`src/rtl/dut_sweep_misr_pkg.sv`:
```
// Shared types and defaults for the sweep-and-signature engine.
// No logic; holds the FSM state encoding, the default MISR taps and default widths.
// Imported by misr_step and dut_sweep_misr.
package sweep_pkg;

    typedef enum logic [1:0] {
        IDLE    = 2'd0,
        SETTLE  = 2'd1,
        CAPTURE = 2'd2,
        DONE    = 2'd3
    } sweep_state_t;

    // x^23 + x^5 + 1
    localparam logic [22:0] MISR_POLY_23 = 23'h000021;

    localparam int DEF_IN_W          = 4;
    localparam int DEF_OUT_W         = 23;
    localparam int DEF_SETTLE_CYCLES = 1;

endpackage

```
`src/rtl/dut_sweep_misr_misr_step.sv`:
```
// One MISR step: shift left, fold in the feedback taps when the MSB falls out, xor in data.
// Purely combinational, zero latency; the caller registers sig_next.
// No flow control; the caller decides when the step is taken.
module misr_step
    import sweep_pkg::*;
#(
    parameter int               OUT_W     = DEF_OUT_W,
    parameter logic [OUT_W-1:0] MISR_POLY = OUT_W'(MISR_POLY_23)
) (
    input  logic [OUT_W-1:0] sig,
    input  logic [OUT_W-1:0] data,
    output logic [OUT_W-1:0] sig_next
);

    // Galois-style shift with feedback taken from the outgoing MSB.
    always_comb begin
        sig_next = {sig[OUT_W-2:0], 1'b0} ^ data;
        if (sig[OUT_W-1]) begin
            sig_next = sig_next ^ MISR_POLY;
        end
    end

endmodule

```
`src/rtl/dut_sweep_misr.sv`:
```
// Sweeps dut_in over 0..2^IN_W-1, captures dut_out after a settle window, folds it into a MISR.
// One vector every SETTLE_CYCLES+1 cycles; done rises one cycle after the final capture.
// No backpressure: abort ends the sweep early; start is ignored while busy.
module dut_sweep_misr
    import sweep_pkg::*;
#(
    parameter int               IN_W          = DEF_IN_W,
    parameter int               OUT_W         = DEF_OUT_W,
    parameter int               SETTLE_CYCLES = DEF_SETTLE_CYCLES,
    parameter logic [OUT_W-1:0] MISR_POLY     = OUT_W'(MISR_POLY_23)
) (
    input  logic             clk,
    input  logic             rst,
    input  logic             start,
    input  logic             abort,
    output logic [IN_W-1:0]  dut_in,
    input  logic [OUT_W-1:0] dut_out,
    output logic             busy,
    output logic             done,
    output logic             sample_valid,
    output logic [IN_W-1:0]  sample_idx,
    output logic [OUT_W-1:0] sample_data,
    output logic [OUT_W-1:0] signature
);

    localparam logic [7:0]      SETTLE_RELOAD = 8'(SETTLE_CYCLES - 1);
    localparam logic [IN_W-1:0] LAST_VEC      = '1;

    sweep_state_t     state_q, state_d;
    logic [7:0]       cnt_q, cnt_d;
    logic [IN_W-1:0]  dut_in_q, dut_in_d;
    logic [OUT_W-1:0] sig_q, sig_d;
    logic             done_q, done_d;
    logic             sample_valid_q, sample_valid_d;
    logic [IN_W-1:0]  sample_idx_q, sample_idx_d;
    logic [OUT_W-1:0] sample_data_q, sample_data_d;
    logic [OUT_W-1:0] sig_next;

    misr_step #(
        .OUT_W     (OUT_W),
        .MISR_POLY (MISR_POLY)
    ) u_misr_step (
        .sig      (sig_q),
        .data     (dut_out),
        .sig_next (sig_next)
    );

    // Next-state and next-register values; abort outranks start and the sweep itself.
    always_comb begin
        state_d        = state_q;
        cnt_d          = cnt_q;
        dut_in_d       = dut_in_q;
        sig_d          = sig_q;
        done_d         = done_q;
        sample_valid_d = 1'b0;
        sample_idx_d   = sample_idx_q;
        sample_data_d  = sample_data_q;

        case (state_q)
            IDLE, DONE: begin
                // done lags entry into DONE by one cycle so the signature is already final.
                done_d = (state_q == DONE);
                if (start) begin
                    state_d  = SETTLE;
                    dut_in_d = '0;
                    sig_d    = '0;
                    cnt_d    = SETTLE_RELOAD;
                    done_d   = 1'b0;
                end
            end
            SETTLE: begin
                if (abort) begin
                    state_d = IDLE;
                end else if (cnt_q == 8'd0) begin
                    state_d = CAPTURE;
                end else begin
                    cnt_d = cnt_q - 8'd1;
                end
            end
            CAPTURE: begin
                if (abort) begin
                    state_d = IDLE;
                end else begin
                    sample_valid_d = 1'b1;
                    sample_idx_d   = dut_in_q;
                    sample_data_d  = dut_out;
                    sig_d          = sig_next;
                    if (dut_in_q == LAST_VEC) begin
                        state_d = DONE;
                    end else begin
                        state_d  = SETTLE;
                        dut_in_d = dut_in_q + 1'b1;
                        cnt_d    = SETTLE_RELOAD;
                    end
                end
            end
            default: begin
                state_d = IDLE;
            end
        endcase
    end

    // State and output registers with synchronous reset.
    always_ff @(posedge clk) begin
        if (rst) begin
            state_q        <= IDLE;
            cnt_q          <= 8'd0;
            dut_in_q       <= '0;
            sig_q          <= '0;
            done_q         <= 1'b0;
            sample_valid_q <= 1'b0;
            sample_idx_q   <= '0;
            sample_data_q  <= '0;
        end else begin
            state_q        <= state_d;
            cnt_q          <= cnt_d;
            dut_in_q       <= dut_in_d;
            sig_q          <= sig_d;
            done_q         <= done_d;
            sample_valid_q <= sample_valid_d;
            sample_idx_q   <= sample_idx_d;
            sample_data_q  <= sample_data_d;
        end
    end

    // Busy is a pure decode of the state register, so it has no input-to-output path.
    always_comb begin
        busy = (state_q == SETTLE) || (state_q == CAPTURE);
    end

    assign dut_in       = dut_in_q;
    assign done         = done_q;
    assign sample_valid = sample_valid_q;
    assign sample_idx   = sample_idx_q;
    assign sample_data  = sample_data_q;
    assign signature    = sig_q;

endmodule

```
`config.mk`:
```
export PLATFORM = sky130hd
export DESIGN_NAME = dut_sweep_misr
export DESIGN_NICKNAME = d
export VERILOG_FILES = /design/src/rtl/dut_sweep_misr_pkg.sv /design/src/rtl/dut_sweep_misr_misr_step.sv /design/src/rtl/dut_sweep_misr.sv
export SDC_FILE = /design/constraint.sdc
export NUM_CORES = 1
export LEC_CHECK = 0
export ABC_CLOCK_PERIOD_IN_PS = 1800
export CAP_MARGIN = 30
export CORE_ASPECT_RATIO = 1.4
export CORE_MARGIN = 2
export CORE_UTILIZATION = 43
export CTS_CLUSTER_DIAMETER = 50
export DETAILED_ROUTE_END_ITERATION = 10
export PLACE_DENSITY_LB_ADDON = 0.25
export SETUP_SLACK_MARGIN = 0.15
export SLEW_MARGIN = 20
export SYNTH_ARGS = -nofsm -noshare
export SYNTH_HDL_FRONTEND = slang
export SYNTH_HIERARCHICAL = 1
export SYNTH_SLANG_ARGS = --single-unit
```
`constraint.sdc`:
```
create_clock -name clk -period 1.8 [get_ports clk]
set_input_delay 0.36 -clock clk [delete_from_list [all_inputs] [get_ports clk]]
set_output_delay 0.36 -clock clk [all_outputs]
set_load 0.01 [all_outputs]
```
==> flow_summary.ini, run 1 <==
[run_status]
status = complete, no violations

[synth]
ys_ff_latch = 66
yosys-top-cells-area = dfxtp_1, nand2_1, xor2_1
seq_area_frac_synth = 0.458
synth_cell_types = 49
ys_warn_count = 6
yosysTopAreaCellShare = 0.458
synth_edf_count = 0
synth_fp_nets = 365
syn_avg_cell_area_um2 = 8.69
synth_cells = 332
synth_top_cell_by_area = dfxtp_1
synth_ff_type = dfxtp_1
syn_area_um2 = 2890
ys_async_sr_fraction = 0

[min_path]
worstHoldPathType = input port to flop

[finish]
drive_gt1_frac = 0.141
fin_cells = 501
area_growth_pct = 44.1
diodes = 0
nets = 456

[sta]
fin_crit_sh = 0.896
final_hold_viol_count = 0
tightest_slew_ns = 0.442
skew_ns = 0.00664
final_max_slew_viol_count = 0
setup_viol = 0
fin_setup_tns_ns = 0
fmax_ghz = 0.620
grt_setup_unrepaired = yes
maxSlewHeadroom = 0.703
post-route-min-period_ns = 1.61
setup_slack_ns = 0.187

[routing]
drt-pass1-iter-count = 4
drc = 0
drt-total-wl_mm = 7.70
first_iter_violations = 117
detail-route-antenna-nets = 0
routed-via-count = 2672
viasPerCell = 5.33
wl_per_cell_um = 15.4

[die]
pin_count = 84
core_area_um2 = 6530
fp-row-count = 35
initial_utilization = 0.442
die_area_um2 = 7390
die_h_um = 101
die_width_um = 73.2

[global_route]
grt_max_degree = 33
track_usage = 0.215
grt_pass1_vias = 2562
grt-ovfl-total = 0
antenna_found_initial = 0
grt_pass1_wl_mm = 12.3

[pwr]
p_per_area_nw_per_um2 = 732
vdd_drop_max_mv = 0.530
p_leak_nw = 1.93

[clock_tree]
clockBufferDepth = 2
cts_tree = done
clk_pin_slew_worst_paths_ns = 0.07
ctsRootBufferMaster = clkbuf_8
cts_buffers = 9
htree_levels = 3
clock_sinks = 66
clock_latency_ns = 0.33

[critical_path]
crit_path_start_kind = flop
crit_arrival_ns = 1.85
r2r_slack_ns = 0.19
ff2ff_path_depth = 7
path_class = flop to flop
crit_end = cnt_q[1]
crit_required_ns = 2.03
cp_max_fo = 6
r2r_start = cnt_q[0]
end_kind = flop
worstSetupStartpoint = cnt_q[0]
r2r_end = cnt_q[1]

[place]
preCtsSetupSlack_ns = -0.0295
placed_cells_incl_taps = 485
numPortBuffers = 83
hpwl_mm = 5.20
globalplace.congestion = 0.862

[job]
drv_cap = 0
-- cells in the final DEF, fill, tap and decap left out, types with 2 or more instances in the layout --
master | netlist | layout
o211ai_1 | 2 | 2
clkbuf_1 | 8 | 2
dlygate4sd2_1 | 0 | 7
dfxtp_1 | 66 | 60
nand2b_1 | 4 | 4
xor2_1 | 22 | 22
a21oi_1 | 36 | 36
and3_1 | 2 | 2
clkinv_2 | 0 | 2
nand2_1 | 64 | 63
dlymetal6s2s_1 | 0 | 19
nor3_1 | 3 | 3
clkbuf_8 | 0 | 10
or2_0 | 2 | 2
o21ai_0 | 5 | 5
inv_1 | 7 | 5
nand4_1 | 3 | 3
ha_1 | 6 | 5
inv_2 | 0 | 2
a22oi_1 | 23 | 23
o32ai_2 | 0 | 2
buf_4 | 0 | 14
nand3_1 | 4 | 3
buf_12 | 0 | 3
dfxtp_2 | 0 | 6
clkdlybuf4s50_1 | 0 | 55
a211oi_1 | 2 | 2
nor2_1 | 29 | 29
nand2_2 | 1 | 2
-- cells in the mapped netlist, types with 2 or more instances --
cell,count
o32ai_1,3
and3_1,2
nor3_1,3
nand3_1,4
nand2_1,64
nor2_1,29
nand4_1,3
inv_1,7
buf_2,10
dfxtp_1,66
a41oi_1,2
or2_0,2
clkbuf_1,8
a211oi_1,2
nor2b_1,2
a21oi_1,36
xor2_1,22
a22oi_1,23
nand2b_1,4
o21ai_0,5
o211ai_1,2
ha_1,6
-- state kept, by name, summed over array words and instances, names as in the netlist --
name,cells
cnt_q,8
done,1
dut_in,4
sample_data,23
sample_idx,4
sample_valid,1
signature,23
state_q,2
-- report_power, final --
part / internal (mW) / switching (mW) / total (mW)
logic: 0.169 / 0.200 / 0.369
registers: 1.47 / 0.00893 / 1.48
clock network: 0.667 / 0.526 / 1.19
-- how the worst min path moves through the flow --
stage	start	depth (start not counted)	slack, ns	end
global placement	sample_data[12]	2	0.44	sample_data[12]
global route	rst	2	0.40	done
finish	rst	2	0.40	done
CTS	rst	2	0.37	done
floorplan	sample_data[0]	2	0.48	sample_data[0]
detailed placement	sample_data[18]	2	0.45	sample_data[18]
-- final cells by class --
class / count / area [um2]
sequential: 66 / 1330
timing repair buffer: 100 / 1020
fill: 552 / 2370
clock inverter: 3 / 40.0
tap: 74 / 92.6
multi-input combinational: 239 / 1500
clock buffer: 12 / 145
inverter: 7 / 26.3
-- worst max-delay path, cell delays in order (launching register included) --
cell and delay, ns:
dfxtp_2 0.35, inv_1 0.09, ha_1 0.15, nor4b_4 0.28, a21o_1 0.22, a21oi_1 0.08
buf_4 0.15, o32ai_2 0.19
-- routing by layer --
| layer | up-vias | track usage | wire, um |
|---|---|---|---|
| li1 | 1329 | - | - |
| met1 | 1244 | 0.255 | 3100 |
| met2 | 82 | 0.350 | 3860 |
| met3 | 17 | 0.0690 | 537 |
| met4 | 0 | 0.0983 | 195 |
| met5 | - | 0 | 0 |
-- timing repair --
item,4_1_cts,5_1_grt
buffers inserted,0,1
setup endpoints to repair,22,43
hold buffers,0,0
pin swaps,0,3
resized for setup,15,31
-- cells by family (layout without fill, tap and decap cells) --
| kind of cell | Yosys count | in the layout | share of synthesized area |
|---|---|---|---|
| compound gates | 84 | 84 | 0.193 |
| xor+xnor | 23 | 23 | 0.0750 |
| fa+ha+maj | 6 | 6 | 0.0260 |
| flops | 66 | 66 | 0.458 |
| simple gates | 126 | 126 | 0.206 |
| buf+inv | 27 | 122 | 0.0421 |
-- per-stage QoR --
stage          cell area (um2)  hold slack [ns]  total power, mW  utilization
2_1_floorplan             2890            0.481             1.70            -
3_3_place_gp              3870            0.442             1.87        0.593
3_5_place_dp              3870            0.446             1.87        0.593
4_1_cts                   4070            0.372             3.06        0.624
5_1_grt                   4160            0.397             3.17        0.637
6_report                  4160            0.397             3.04        0.637
No activity file was read; power rests on OpenSTA's default activity.
==> run 2: changes to the inputs <==
--- a/config.mk
+++ b/config.mk
@@ -13,7 +13,6 @@
 export CTS_CLUSTER_DIAMETER = 50
 export DETAILED_ROUTE_END_ITERATION = 10
 export PLACE_DENSITY_LB_ADDON = 0.25
-export SETUP_SLACK_MARGIN = 0.15
 export SLEW_MARGIN = 20
 export SYNTH_ARGS = -nofsm -noshare
 export SYNTH_HDL_FRONTEND = slang
==> run 2 against run 1 <==
Flip-flop and latch count is the same. Critical endpoint is now cnt_q[4]. Fmax shrank 7.5%. Sequential power is essentially flat. Critical path depth decreased by 1. Highest routed layer unchanged. Total power fell by 2.9%. Hold slack worse by 0.017 ns.
==> flow_summary.ini, run 2 (synthesized netlist as in run 1, its figures left out) <==
[run_status]
status = complete, no violations

[clock_tree]
hold_buffers = 0
clk_pin_slew_worst_paths_ns = 0.07
cts_tree = done
clock_sinks = 66
htree_levels = 3
postCtsSetupBuffers = 0
cts_buffers = 9
clockBufferDepth = 2
clock_latency_ns = 0.34
ctsRootBufferMaster = clkbuf_8

[critical_path]
crit_chain = inv_1, ha_1, or3b_2, nand2_1, a41oi_1, a2bb2o_4
slowest_stage = or3b_2
cp_max_fo = 4
path_class = flop to flop
end_kind = flop
crit_arrival_ns = 1.98
worstSetupStartpoint = cnt_q[1]
crit_path_start_kind = flop
crit_required_ns = 2.04
r2r_start = cnt_q[1]
crit_path_max_incr_delay_ns = 0.50

[min_path]
worstHoldPathType = input port to flop
hold_path_startpoint = rst

[global_route]
grt_pass1_vias = 2512
grt-ovfl-total = 0
grt_max_degree = 52
track_usage = 0.203
grt_pass1_wl_mm = 11.8
antenna_found_initial = 0

[die]
initial_utilization = 0.442
pin_count = 84
die_area_um2 = 7390
die_width_um = 73.2
core_area_um2 = 6530
die_h_um = 101
fp-row-count = 35

[finish]
area_growth_pct = 39.9
postLayoutCoreUtil = 0.618
design_area_um2 = 4040
layout_commonest_cell = clkdlybuf4s50_1
drive_gt1_frac = 0.108
diodes = 0
nets = 453
final_cell_mix = clkdlybuf4s50_1, nand2_1, dfxtp_1

[routing]
drt-pass1-iter-count = 4
first_iter_violations = 98
drt-total-wl_mm = 7.24
viasPerCell = 5.39
drc = 0
detail-route-antenna-nets = 0
routed-via-count = 2691
wl_per_cell_um = 14.5

[job]
drv_cap = 0

[sta]
setup_slack_ns = 0.0552
fin_setup_tns_ns = 0
maxSlewHeadroom = 0.641
grt_setup_unrepaired = no
tightest_slew_ns = 0.538
fin_crit_sh = 0.969
final_hold_viol_count = 0
setup_viol = 0
post-route-min-period_ns = 1.74
skew_ns = 0.00967
fmax_ghz = 0.573
final_max_slew_viol_count = 0

[place]
hpwl_mm = 5.09
place_area_um2 = 3840
preCtsSetupSlack_ns = -0.101
numPortBuffers = 83
globalplace.congestion = 0.848

[pwr]
p_per_area_nw_per_um2 = 732
vdd_drop_max_mv = 0.485
p_leak_nw = 1.49
run 2: cell types whose count changed in the layout (fill, tap and decap cells not counted), moves of 3 or more:
cell             previous run  this run
clkinvlp_4                  0         3
dlymetal6s2s_1             19         0
dfxtp_1                    60        64
dlygate4sd2_1               7         1
clkdlybuf4s50_1            55        81
dfxtp_2                     6         2
run 2: where the power goes:
part | total [mW] | internal [mW] | switching, mW | leakage, nW
Combinational | 0.348 | 0.159 | 0.188 | 0.878
Sequential | 1.48 | 1.47 | 0.00895 | 0.533
Clock | 1.13 | 0.536 | 0.590 | 0.0847
Total | 2.95 | 2.17 | 0.788 | 1.49
run 2: critical path, delay by kind of cell, from the launching register on:
family,cells,cell delay [ns]
flip-flops,1,0.33
buffers and inverters,1,0.09
AND/OR/NAND/NOR,2,0.59
adder cells (fa/ha/maj),1,0.24
AO/OA/AOI/OAI,2,0.39
run 2: final timing paths:
check | endpoint | slack [ns] | depth (start not counted)
worst max-delay path | cnt_q[4] | 0.06 | 6
worst min-delay path | dut_in[0] | 0.38 | 2
worst max register to register | cnt_q[4] | 0.06 | 6
worst min register to register | sample_data[9] | 0.46 | 2
run 2: repair_timing:
action / 4_1_cts / 5_1_grt
pin swaps: 0 / 1
endpoints found under the setup margin: 2 / 2
gates resized for setup: 3 / 2
run 2: layout make-up:
cell class / count / area, um2
Tap cell: 74 / 92.6
Multi-Input combinational cell: 239 / 1460
Fill cell: 585 / 2490
Clock inverter: 6 / 41.3
Timing Repair Buffer: 97 / 955
Clock buffer: 10 / 138
Inverter: 7 / 26.3
Sequential cell: 66 / 1320
run 2: metrics by stage:
stage / power [mW] / instances / hold slack, ns
6_report: 2.95 / 499 / 0.380
5_1_grt: 3.07 / 499 / 0.393
4_1_cts: 2.98 / 499 / 0.369
3_5_place_dp: 1.85 / 483 / 0.448
3_3_place_gp: 1.85 / 483 / 0.441
2_1_floorplan: 1.69 / 332 / 0.481
run 2: routing by layer:
metal	global-route usage	vias up	share of wire
li1	-	1330	-
met1	0.255	1281	0.43
met2	0.317	72	0.49
met3	0.0670	8	0.065
met4	0.0783	0	0.015
met5	0	-	0
